==> src/rtl/pipe_ctrl_pkg.sv <==
// Shared definitions for the pipeline control slice.
//   - Opcode constants for every instruction the decoder recognises.
//   - Per-stage control bundles: each stage keeps only the fields that it or a
//     later stage still needs.
//   - Source-use flags produced by the decoder for hazard detection.
package pipe_ctrl_pkg;

  localparam logic [4:0] OP_R    = 5'b00000;
  localparam logic [4:0] OP_J    = 5'b00001;
  localparam logic [4:0] OP_BNE  = 5'b00010;
  localparam logic [4:0] OP_JAL  = 5'b00011;
  localparam logic [4:0] OP_JR   = 5'b00100;
  localparam logic [4:0] OP_ADDI = 5'b00101;
  localparam logic [4:0] OP_BLT  = 5'b00110;
  localparam logic [4:0] OP_SW   = 5'b00111;
  localparam logic [4:0] OP_LW   = 5'b01000;
  localparam logic [4:0] OP_SETX = 5'b10101;
  localparam logic [4:0] OP_BEX  = 5'b10110;

  // EX stage: its own controls plus everything MEM and WB will need.
  // rwd is set only for lw, so it doubles as the "EX holds a load" flag.
  typedef struct packed {
    logic valid;
    logic is_r;
    logic alu_in_b;
    logic br;
    logic jp;
    logic illegal;
    logic rwe;
    logic dmwe;
    logic rwd;
  } ex_ctrl_t;

  // MEM stage: the illegal marker and the EX-only controls are dropped here.
  typedef struct packed {
    logic valid;
    logic rwe;
    logic dmwe;
    logic rwd;
  } mem_ctrl_t;

  typedef struct packed {
    logic valid;
    logic rwe;
    logic rwd;
  } wb_ctrl_t;

  // Which register fields the decode-stage instruction reads.
  typedef struct packed {
    logic rs;
    logic rt;
    logic rd;
    logic stat;
  } src_use_t;

endpackage

==> src/rtl/ctrl_decode.sv <==
// Purely combinational opcode decoder.
// Ports:
//   opcode  in   decode-stage opcode
//   rd      in   decode-stage rd field
//   ctrl    out  EX-stage control bundle (valid always 1; caller inserts bubbles)
//   dst     out  registered destination index (0 when nothing is written)
//   src     out  source-use flags for load-use detection
module ctrl_decode
  import pipe_ctrl_pkg::*;
#(
  parameter int OPW      = 5,
  parameter int REGW     = 5,
  parameter int LINK_REG = 31,
  parameter int STAT_REG = 30
) (
  input  logic [OPW-1:0]  opcode,
  input  logic [REGW-1:0] rd,
  output ex_ctrl_t        ctrl,
  output logic [REGW-1:0] dst,
  output src_use_t        src
);

  // NOTE: every output gets a default before the case so no path leaves a
  // variable unassigned; otherwise synthesis would infer latches.
  always_comb begin
    ctrl       = '0;
    ctrl.valid = 1'b1;
    dst        = '0;
    src        = '0;
    case (opcode)
      OPW'(OP_R): begin
        ctrl.is_r = 1'b1;
        ctrl.rwe  = 1'b1;
        dst       = rd;
        src.rs    = 1'b1;
        src.rt    = 1'b1;
      end
      OPW'(OP_J):   ctrl.jp = 1'b1;
      OPW'(OP_BNE), OPW'(OP_BLT): begin
        ctrl.br = 1'b1;
        src.rd  = 1'b1;
        src.rs  = 1'b1;
      end
      OPW'(OP_JAL): begin
        ctrl.jp  = 1'b1;
        ctrl.rwe = 1'b1;
        dst      = REGW'(LINK_REG);
      end
      OPW'(OP_JR): begin
        ctrl.jp = 1'b1;
        src.rd  = 1'b1;
      end
      OPW'(OP_ADDI): begin
        ctrl.alu_in_b = 1'b1;
        ctrl.rwe      = 1'b1;
        dst           = rd;
        src.rs        = 1'b1;
      end
      OPW'(OP_SW): begin
        ctrl.alu_in_b = 1'b1;
        ctrl.dmwe     = 1'b1;
        src.rd        = 1'b1;
        src.rs        = 1'b1;
      end
      OPW'(OP_LW): begin
        ctrl.alu_in_b = 1'b1;
        ctrl.rwe      = 1'b1;
        ctrl.rwd      = 1'b1;
        dst           = rd;
        src.rs        = 1'b1;
      end
      OPW'(OP_SETX): begin
        ctrl.rwe = 1'b1;
        dst      = REGW'(STAT_REG);
      end
      OPW'(OP_BEX): begin
        ctrl.br  = 1'b1;
        src.stat = 1'b1;
      end
      default: ctrl.illegal = 1'b1;
    endcase
  end

endmodule

==> src/rtl/pipe_control.sv <==
// Pipeline control: ID->EX->MEM->WB control registers with freeze, flush and
// optional load-use interlock.
// Build option: define CTRL_HAZARD_EN to enable load-use detection; without it
// stall_id simply follows ext_stall.
// Ports:
//   clock, reset            sole clock; synchronous active-high reset
//   id_valid, id_opcode,
//   id_rd, id_rs, id_rt     decode-stage instruction
//   ext_stall               freeze every stage register
//   br_taken                EX-stage redirect; squashes the decode instruction
//   stall_id                hold fetch/decode this cycle (combinational)
//   ex_*, mem_*, wb_*       per-stage control and destination outputs
module pipe_control
  import pipe_ctrl_pkg::*;
#(
  parameter int OPW      = 5,
  parameter int REGW     = 5,
  parameter int LINK_REG = 31,
  parameter int STAT_REG = 30
) (
  input  logic            clock,
  input  logic            reset,
  input  logic            id_valid,
  input  logic [OPW-1:0]  id_opcode,
  input  logic [REGW-1:0] id_rd,
  input  logic [REGW-1:0] id_rs,
  input  logic [REGW-1:0] id_rt,
  input  logic            ext_stall,
  input  logic            br_taken,
  output logic            stall_id,
  output logic            ex_valid,
  output logic            ex_is_R,
  output logic            ex_ALUinB,
  output logic            ex_BR,
  output logic            ex_JP,
  output logic            ex_illegal,
  output logic [REGW-1:0] ex_rd,
  output logic            mem_valid,
  output logic            mem_DMWe,
  output logic            mem_Rwd,
  output logic [REGW-1:0] mem_rd,
  output logic            wb_valid,
  output logic            wb_Rwe,
  output logic            wb_Rwd,
  output logic [REGW-1:0] wb_rd
);

`ifdef CTRL_HAZARD_EN
  localparam bit hazard_en = 1'b1;
`else
  localparam bit hazard_en = 1'b0;
`endif

  ex_ctrl_t        dec_ctrl;
  logic [REGW-1:0] dec_dst;
  src_use_t        dec_src;

  ex_ctrl_t        ex_q,  ex_d;
  logic [REGW-1:0] ex_rd_q, ex_rd_d;
  mem_ctrl_t       mem_q;
  logic [REGW-1:0] mem_rd_q;
  wb_ctrl_t        wb_q;
  logic [REGW-1:0] wb_rd_q;

  logic src_match;
  logic load_use;
  logic bubble;

  ctrl_decode #(
    .OPW      (OPW),
    .REGW     (REGW),
    .LINK_REG (LINK_REG),
    .STAT_REG (STAT_REG)
  ) u_decode (
    .opcode (id_opcode),
    .rd     (id_rd),
    .ctrl   (dec_ctrl),
    .dst    (dec_dst),
    .src    (dec_src)
  );

  // Load-use: a load in EX whose destination the decode instruction reads.
  // A load to r0 never matches because ex_rd_q must be nonzero.
  always_comb begin
    src_match = (dec_src.rs   && (id_rs   == ex_rd_q)) ||
                (dec_src.rt   && (id_rt   == ex_rd_q)) ||
                (dec_src.rd   && (id_rd   == ex_rd_q)) ||
                (dec_src.stat && (ex_rd_q == REGW'(STAT_REG)));
    load_use  = hazard_en && id_valid && ex_q.valid && ex_q.rwd &&
                (ex_rd_q != '0) && src_match;
  end

  // The flush squashes the decode instruction, so a stall would be pointless
  // when both occur together.
  assign stall_id = !reset && (ext_stall || (!br_taken && load_use));

  always_comb begin
    bubble  = !id_valid || br_taken || load_use;
    ex_d    = bubble ? '0 : dec_ctrl;
    ex_rd_d = bubble ? '0 : dec_dst;
  end

  // NOTE: state registers use non-blocking assignments so every stage samples
  // its predecessor's pre-edge value; blocking here would collapse the pipe.
  always_ff @(posedge clock) begin
    if (reset) begin
      ex_q     <= '0;
      ex_rd_q  <= '0;
      mem_q    <= '0;
      mem_rd_q <= '0;
      wb_q     <= '0;
      wb_rd_q  <= '0;
    end else if (!ext_stall) begin
      ex_q       <= ex_d;
      ex_rd_q    <= ex_rd_d;
      mem_q.valid <= ex_q.valid;
      mem_q.rwe   <= ex_q.rwe;
      mem_q.dmwe  <= ex_q.dmwe;
      mem_q.rwd   <= ex_q.rwd;
      mem_rd_q    <= ex_rd_q;
      wb_q.valid  <= mem_q.valid;
      wb_q.rwe    <= mem_q.rwe;
      wb_q.rwd    <= mem_q.rwd;
      wb_rd_q     <= mem_rd_q;
    end
  end

  assign ex_valid   = ex_q.valid;
  assign ex_is_R    = ex_q.is_r;
  assign ex_ALUinB  = ex_q.alu_in_b;
  assign ex_BR      = ex_q.br;
  assign ex_JP      = ex_q.jp;
  assign ex_illegal = ex_q.illegal;
  assign ex_rd      = ex_rd_q;
  assign mem_valid  = mem_q.valid;
  assign mem_DMWe   = mem_q.dmwe;
  assign mem_Rwd    = mem_q.rwd;
  assign mem_rd     = mem_rd_q;
  assign wb_valid   = wb_q.valid;
  assign wb_Rwe     = wb_q.rwe;
  assign wb_Rwd     = wb_q.rwd;
  assign wb_rd      = wb_rd_q;

endmodule

==> config.mk <==
export PLATFORM = sky130hd
export DESIGN_NAME = pipe_control
export DESIGN_NICKNAME = d
export VERILOG_FILES = /design/src/rtl/pipe_ctrl_pkg.sv /design/src/rtl/ctrl_decode.sv /design/src/rtl/pipe_control.sv
export SDC_FILE = /design/constraint.sdc
export NUM_CORES = 1
export LEC_CHECK = 0
export ABC_AREA = 1
export BUFFER_PORTS_ARGS = -buffer_cell sky130_fd_sc_hd__buf_2
export CAP_MARGIN = 30
export CORE_MARGIN = 1
export CORE_UTILIZATION = 41
export DETAILED_ROUTE_END_ITERATION = 10
export PLACE_DENSITY_LB_ADDON = 0.12
export SYNTH_ARGS = -nofsm -noshare
export SYNTH_HDL_FRONTEND = slang
export SYNTH_SLANG_ARGS = --single-unit
==> constraint.sdc <==
create_clock -name clock -period 0.8 [get_ports clock]
set_input_delay 0.08 -clock clock [delete_from_list [all_inputs] [get_ports clock]]
set_output_delay 0.08 -clock clock [all_outputs]
set_load 0.005 [all_outputs]
Word-level counts from Yosys, hierarchy flattened
Index checks and enable logic that the tools add are counted.

cells by class
  equal/unequal tests = 10
  mux-type cells = 11
  reductions and logical operators = 11

operators by type and width
  cell                count
  $eq 5x3->1 const B  4
  $pmux 5 s3          1
  $reduce_or 3->1     4
  $reduce_or 11->1    1
  $eq 5x2->1 const B  2
  $eq 5x5->1 const B  2
  $mux 9              1
  $mux 1              8
  $eq 5x1->1 const B  1
  $eq 5x4->1 const B  1
  $logic_not 5->1     1
  $mux 5              1
  $reduce_or 5->1     1
  $logic_not 1->1     2
  $logic_and 1x1->1   1
  $logic_or 1x1->1    1

word-level totals
  register bits = 31
  input bits = 25
  output and inout bits = 28
  word-level logic and storage cells = 51

Logic depth before layout (Yosys ltp)
  depth in word-level cells = 4
  gate-level depth with buffers = 8
  gate-level depth less buffers = 8

Modules after synthesis
Synthesis repeated with hierarchy kept, for this count alone.

second synthesis, totals
  cell total of the unflattened synthesis = 226
  area total of the unflattened synthesis = 1,481.4 µm²

by module, submodules not included
  module        instances  cells each  area an instance (µm²)  sequential area each (µm²)
  pipe_control  1          166         1,188.6                 620.6
  ctrl_decode   1          60          292.8                   0.0

Worst setup path before layout
OpenSTA, ideal clock, no wires.

  kind = input to register
  from = input port ext_stall
  to = register ex_rd_q[0], in the netlist ex_rd[0]
  data arrival time = 0.717 ns
  data required time = 0.742 ns
  setup slack = 0.025 ns
  stages on the path = 7
  cells stage by stage = nor2_4 inv_2 nor2_4 inv_2 nor2_4 nand2_1 nand2_1

RTL lines
  item                    line                 source
  start: declaration      pipe_control.sv:28   input logic ext_stall,
  end signal: assignment  pipe_control.sv:115  ex_rd_q <= ex_rd_d;
  end: declaration        pipe_control.sv:59   logic [REGW-1:0] ex_rd_q, ex_rd_d;

Worst setup path after layout
  from = register ex_rd_q[4], in the netlist ex_rd[4]
  to = output port ex_rd[4]

RTL lines
  item              line                source
  end: declaration  pipe_control.sv:37  output logic [REGW-1:0] ex_rd,

No word-level cell between the ends.

==> qor.csv <==
stage;metric;value;unit
worst_setup_path;crit path launch type;flop;
timing;minimum clock period;0.864;ns
worst_setup_path;Critical Path Sink;ex_rd[4];
die;Rows;19;
timing;final worst slack;-0.0638;ns
logic_synthesis;cell taking the most area after synthesis;dfxtp_1;
logic_synthesis;adder-cell area share of the yosys netlist;0;
logic_synthesis;post-synthesis sequential area ratio;0.501;
timing;Slew Limit Fails;0;
die;die height;57.0;um
logic_synthesis;Yosys reg bits;31;
power_and_ir_drop;Cell Pwr Density;1500;nW/um2
timing;count of final hold-check violations;0;
finish;Final Cell Area;1790;um2
finish;n_diodes;0;
worst_setup_path;Req. time, crit path;0.72;ns
logic_synthesis;Main synth FF type;dfxtp_1;
cts;htree depth;2;
global_route;initial antenna violation count;0;
worst_setup_path;CP endpoint kind;output port;
timing;RSZ-0062 raised after global routing;yes;
worst_setup_path;CP Buf/Inv Count;1;
logic_synthesis;XOR/XNOR Fraction of Synth Area;0;
routing;Routed Antenna Nets;0;
global_route;gr usage total;0.198;
cts;clock buffer depth;2;
timing;measured slew at the worst slew-check pin;0.351;ns
worst_setup_path;R2R cell count;3;
global_route;pin count of the biggest net entering global routing;17;
timing;setup TNS;-1.32;ns
logic_synthesis;Cell Area, Synth;1240;um2
timing;Min Hold Slack;0.0575;ns
timing;top achievable clock speed;1160;MHz
timing;final period utilization;1.08;
placement;port bufs;42;
routing;vias;1277;
worst_setup_path;crit path cell chain;buf_2;
routing;routed length per placed instance;11.0;um
power_and_ir_drop;leakage;0.900;nW
worst_setup_path;delay of the slowest cell on the worst path;0.33;ns
logic_synthesis;Mapped Cells;170;
logic_synthesis;combinational family with the most area after synthesis;simple AND/OR/NAND/NOR gates;
global_route;number of global-route vias before repair;1161;
worst_setup_path;WP data arrival;0.78;ns
logic_synthesis;Ys Warns;0;
timing;relative slew slack;0.766;
logic_synthesis;Synth top cells by count;nand2_1, dfxtp_1, inv_1, o21ai_0, nor2_1;
cts;Skew-Pair Late Insertion Delay;0.33;ns
outcome;failing checks;design-rule violations, negative setup slack;
die;Horiz. Die Dim;57.0;um
routing;Remaining DRCs;7;
placement;Area after DPL;1600;um2
cts;Root Driver;clkbuf_4;
worst_setup_path;WP depth;1;
flow_run;Max Cap Violations;0;
timing;worst clock skew;0.00866;ns
logic_synthesis;count leader, synth;nand2_1;
routing;vias per std cell;4.68;
power_and_ir_drop;worst ir drop on vdd;0.000938;V
logic_synthesis;Synth Area in Simple Gates;0.298;
worst_setup_path;critical path class;reg -> out;
routing;drt first pass iters;7;
cts;CTS tree;built;
worst_setup_path;cell family with most CP delay;flip-flops;
finish;area growth from synthesis to layout;44.1;%
die;CORE AREA;2810;um2
worst_hold_path;hold crit path type;in -> reg;
logic_synthesis;multiplexer share of the synthesized area;0;
cts;CTS Buf Count;5;
worst_setup_path;Worst setup startpoint;ex_rd[4];
die;# IOs;53;
global_route;GRT Residual Overflow;0;
placement;dpl hpwl;2.27;mm
logic_synthesis;number of distinct library cells after synthesis;16;
die;Starting Density;0.442;
worst_setup_path;Slowest-stage cell, CP;dfxtp_2;
worst_setup_path;worst reg-to-reg setup slack;0.06;ns
logic_synthesis;Post-synth ARST share;0;
logic_synthesis;number of synthesized flops with an enable pin;0;
finish;Layout Nets;266;
worst_setup_path;FF-to-FF Start;ex_rd[3];
cts;Clock transition at path regs;0.10;ns
logic_synthesis;dominant cells by area after synthesis;dfxtp_1, nand2_1, o21ai_0, inv_1, nand3_1;
logic_synthesis;Synth Area in Compound Gates;0.113;
logic_synthesis;mean post-synth cell area;7.29;um2
finish;Finished Core Util;0.636;
finish;share of layout cells above drive strength 1;0.467;
outcome;status;complete, but fails checks;
die;die footprint;3250;um2
worst_setup_path;worst-path fanout max;2;
worst_setup_path;reg2reg end;mem_rd[3];
timing;final setup fails;27;
placement;RD Place Congestion;0.858;
cts;clock sinks;31;
routing;Iter 0 DRT Violations;34;
logic_synthesis;Synth top area share;0.501;
global_route;first-pass GRT wire length;4.85;mm
logic_synthesis;Syn Nets;195;
routing;Post-Route WL;2.99;mm
worst min path at each step:
stage	startpoint	end	slack (ns)	cells past startpoint
after floorplan	id_opcode[1]	ex_q[1]	0.23	2
after global routing	id_rd[2]	ex_rd[2]	0.07	5
after global placement	id_rd[2]	ex_rd[2]	0.40	5
after CTS	id_opcode[1]	ex_q[1]	0.05	3
after detailed placement	id_opcode[1]	ex_q[1]	0.40	3
final	id_opcode[1]	ex_q[1]	0.06	3
state kept, by name (all words and copies together) (netlist names), 3 cells and up:
name and count:
mem_rd 5, ex_q 3, ex_rd 5, wb_rd 5
repair_timing:
action / in CTS / in global routing
endpoints found under the setup margin: 28 / 28
hold buffers: 0 / 0
resized for setup: 30 / 4
setup buffers: 7 / 1
cloned: 0 / 0
per-stage QoR:
stage | cells | worst slack (ns) | total power, mW
2_1_floorplan | 170 | 0.0251 | 1.71
3_3_place_gp | 257 | -0.191 | 1.85
3_5_place_dp | 257 | -0.235 | 1.85
4_1_cts | 272 | -0.0703 | 2.69
5_1_grt | 273 | -0.100 | 2.78
6_report | 273 | -0.0638 | 2.68
routing by layer:
metal | wire length [um] | GRT usage | vias to the layer above
met3 | 182 | 0.0703 | 5
li1 | - | - | 675
met1 | 1390 | 0.244 | 564
met4 | 50 | 0.0732 | 0
met2 | 1370 | 0.321 | 33
met5 | 0 | 0 | -
layout by cell type (no fill, tap or decap), types with 2 or more instances in the layout:
cell / count
nand2_1: 56
buf_2: 37
dfxtp_2: 27
buf_4: 25
inv_1: 19
o21ai_0: 16
nor2_1: 11
nand3_1: 11
o22ai_1: 6
buf_6: 6
clkbuf_4: 5
nor2_2: 4
inv_2: 4
dfxtp_1: 4
nor2_4: 3
a22o_1: 2
clkbuf_1: 2
report_power, final:
group          internal, mW  switching (mW)  total (mW)
sequential             1.55         0.00485        1.56
clock                 0.342           0.507       0.848
combinational         0.122           0.151       0.272
total                  2.01           0.662        2.68
cell type report:
class                   count  area, um2
repair buffers             68        440
flip-flops and latches     31        654
multi-input cells         111        512
fillers                   264       1020
well taps                  31       38.8
inverters                  24       90.1
clock inverters             1       5.00
clock buffers               7       45.0
cells by family after synthesis:
| kind of cell | after synthesis |
|---|---|
| AND/OR/NAND/NOR | 86 |
| flip-flops | 31 |
| buffers and inverters | 28 |
| AO/OA/AOI/OAI | 25 |
No activity file was read; power rests on OpenSTA's default activity.
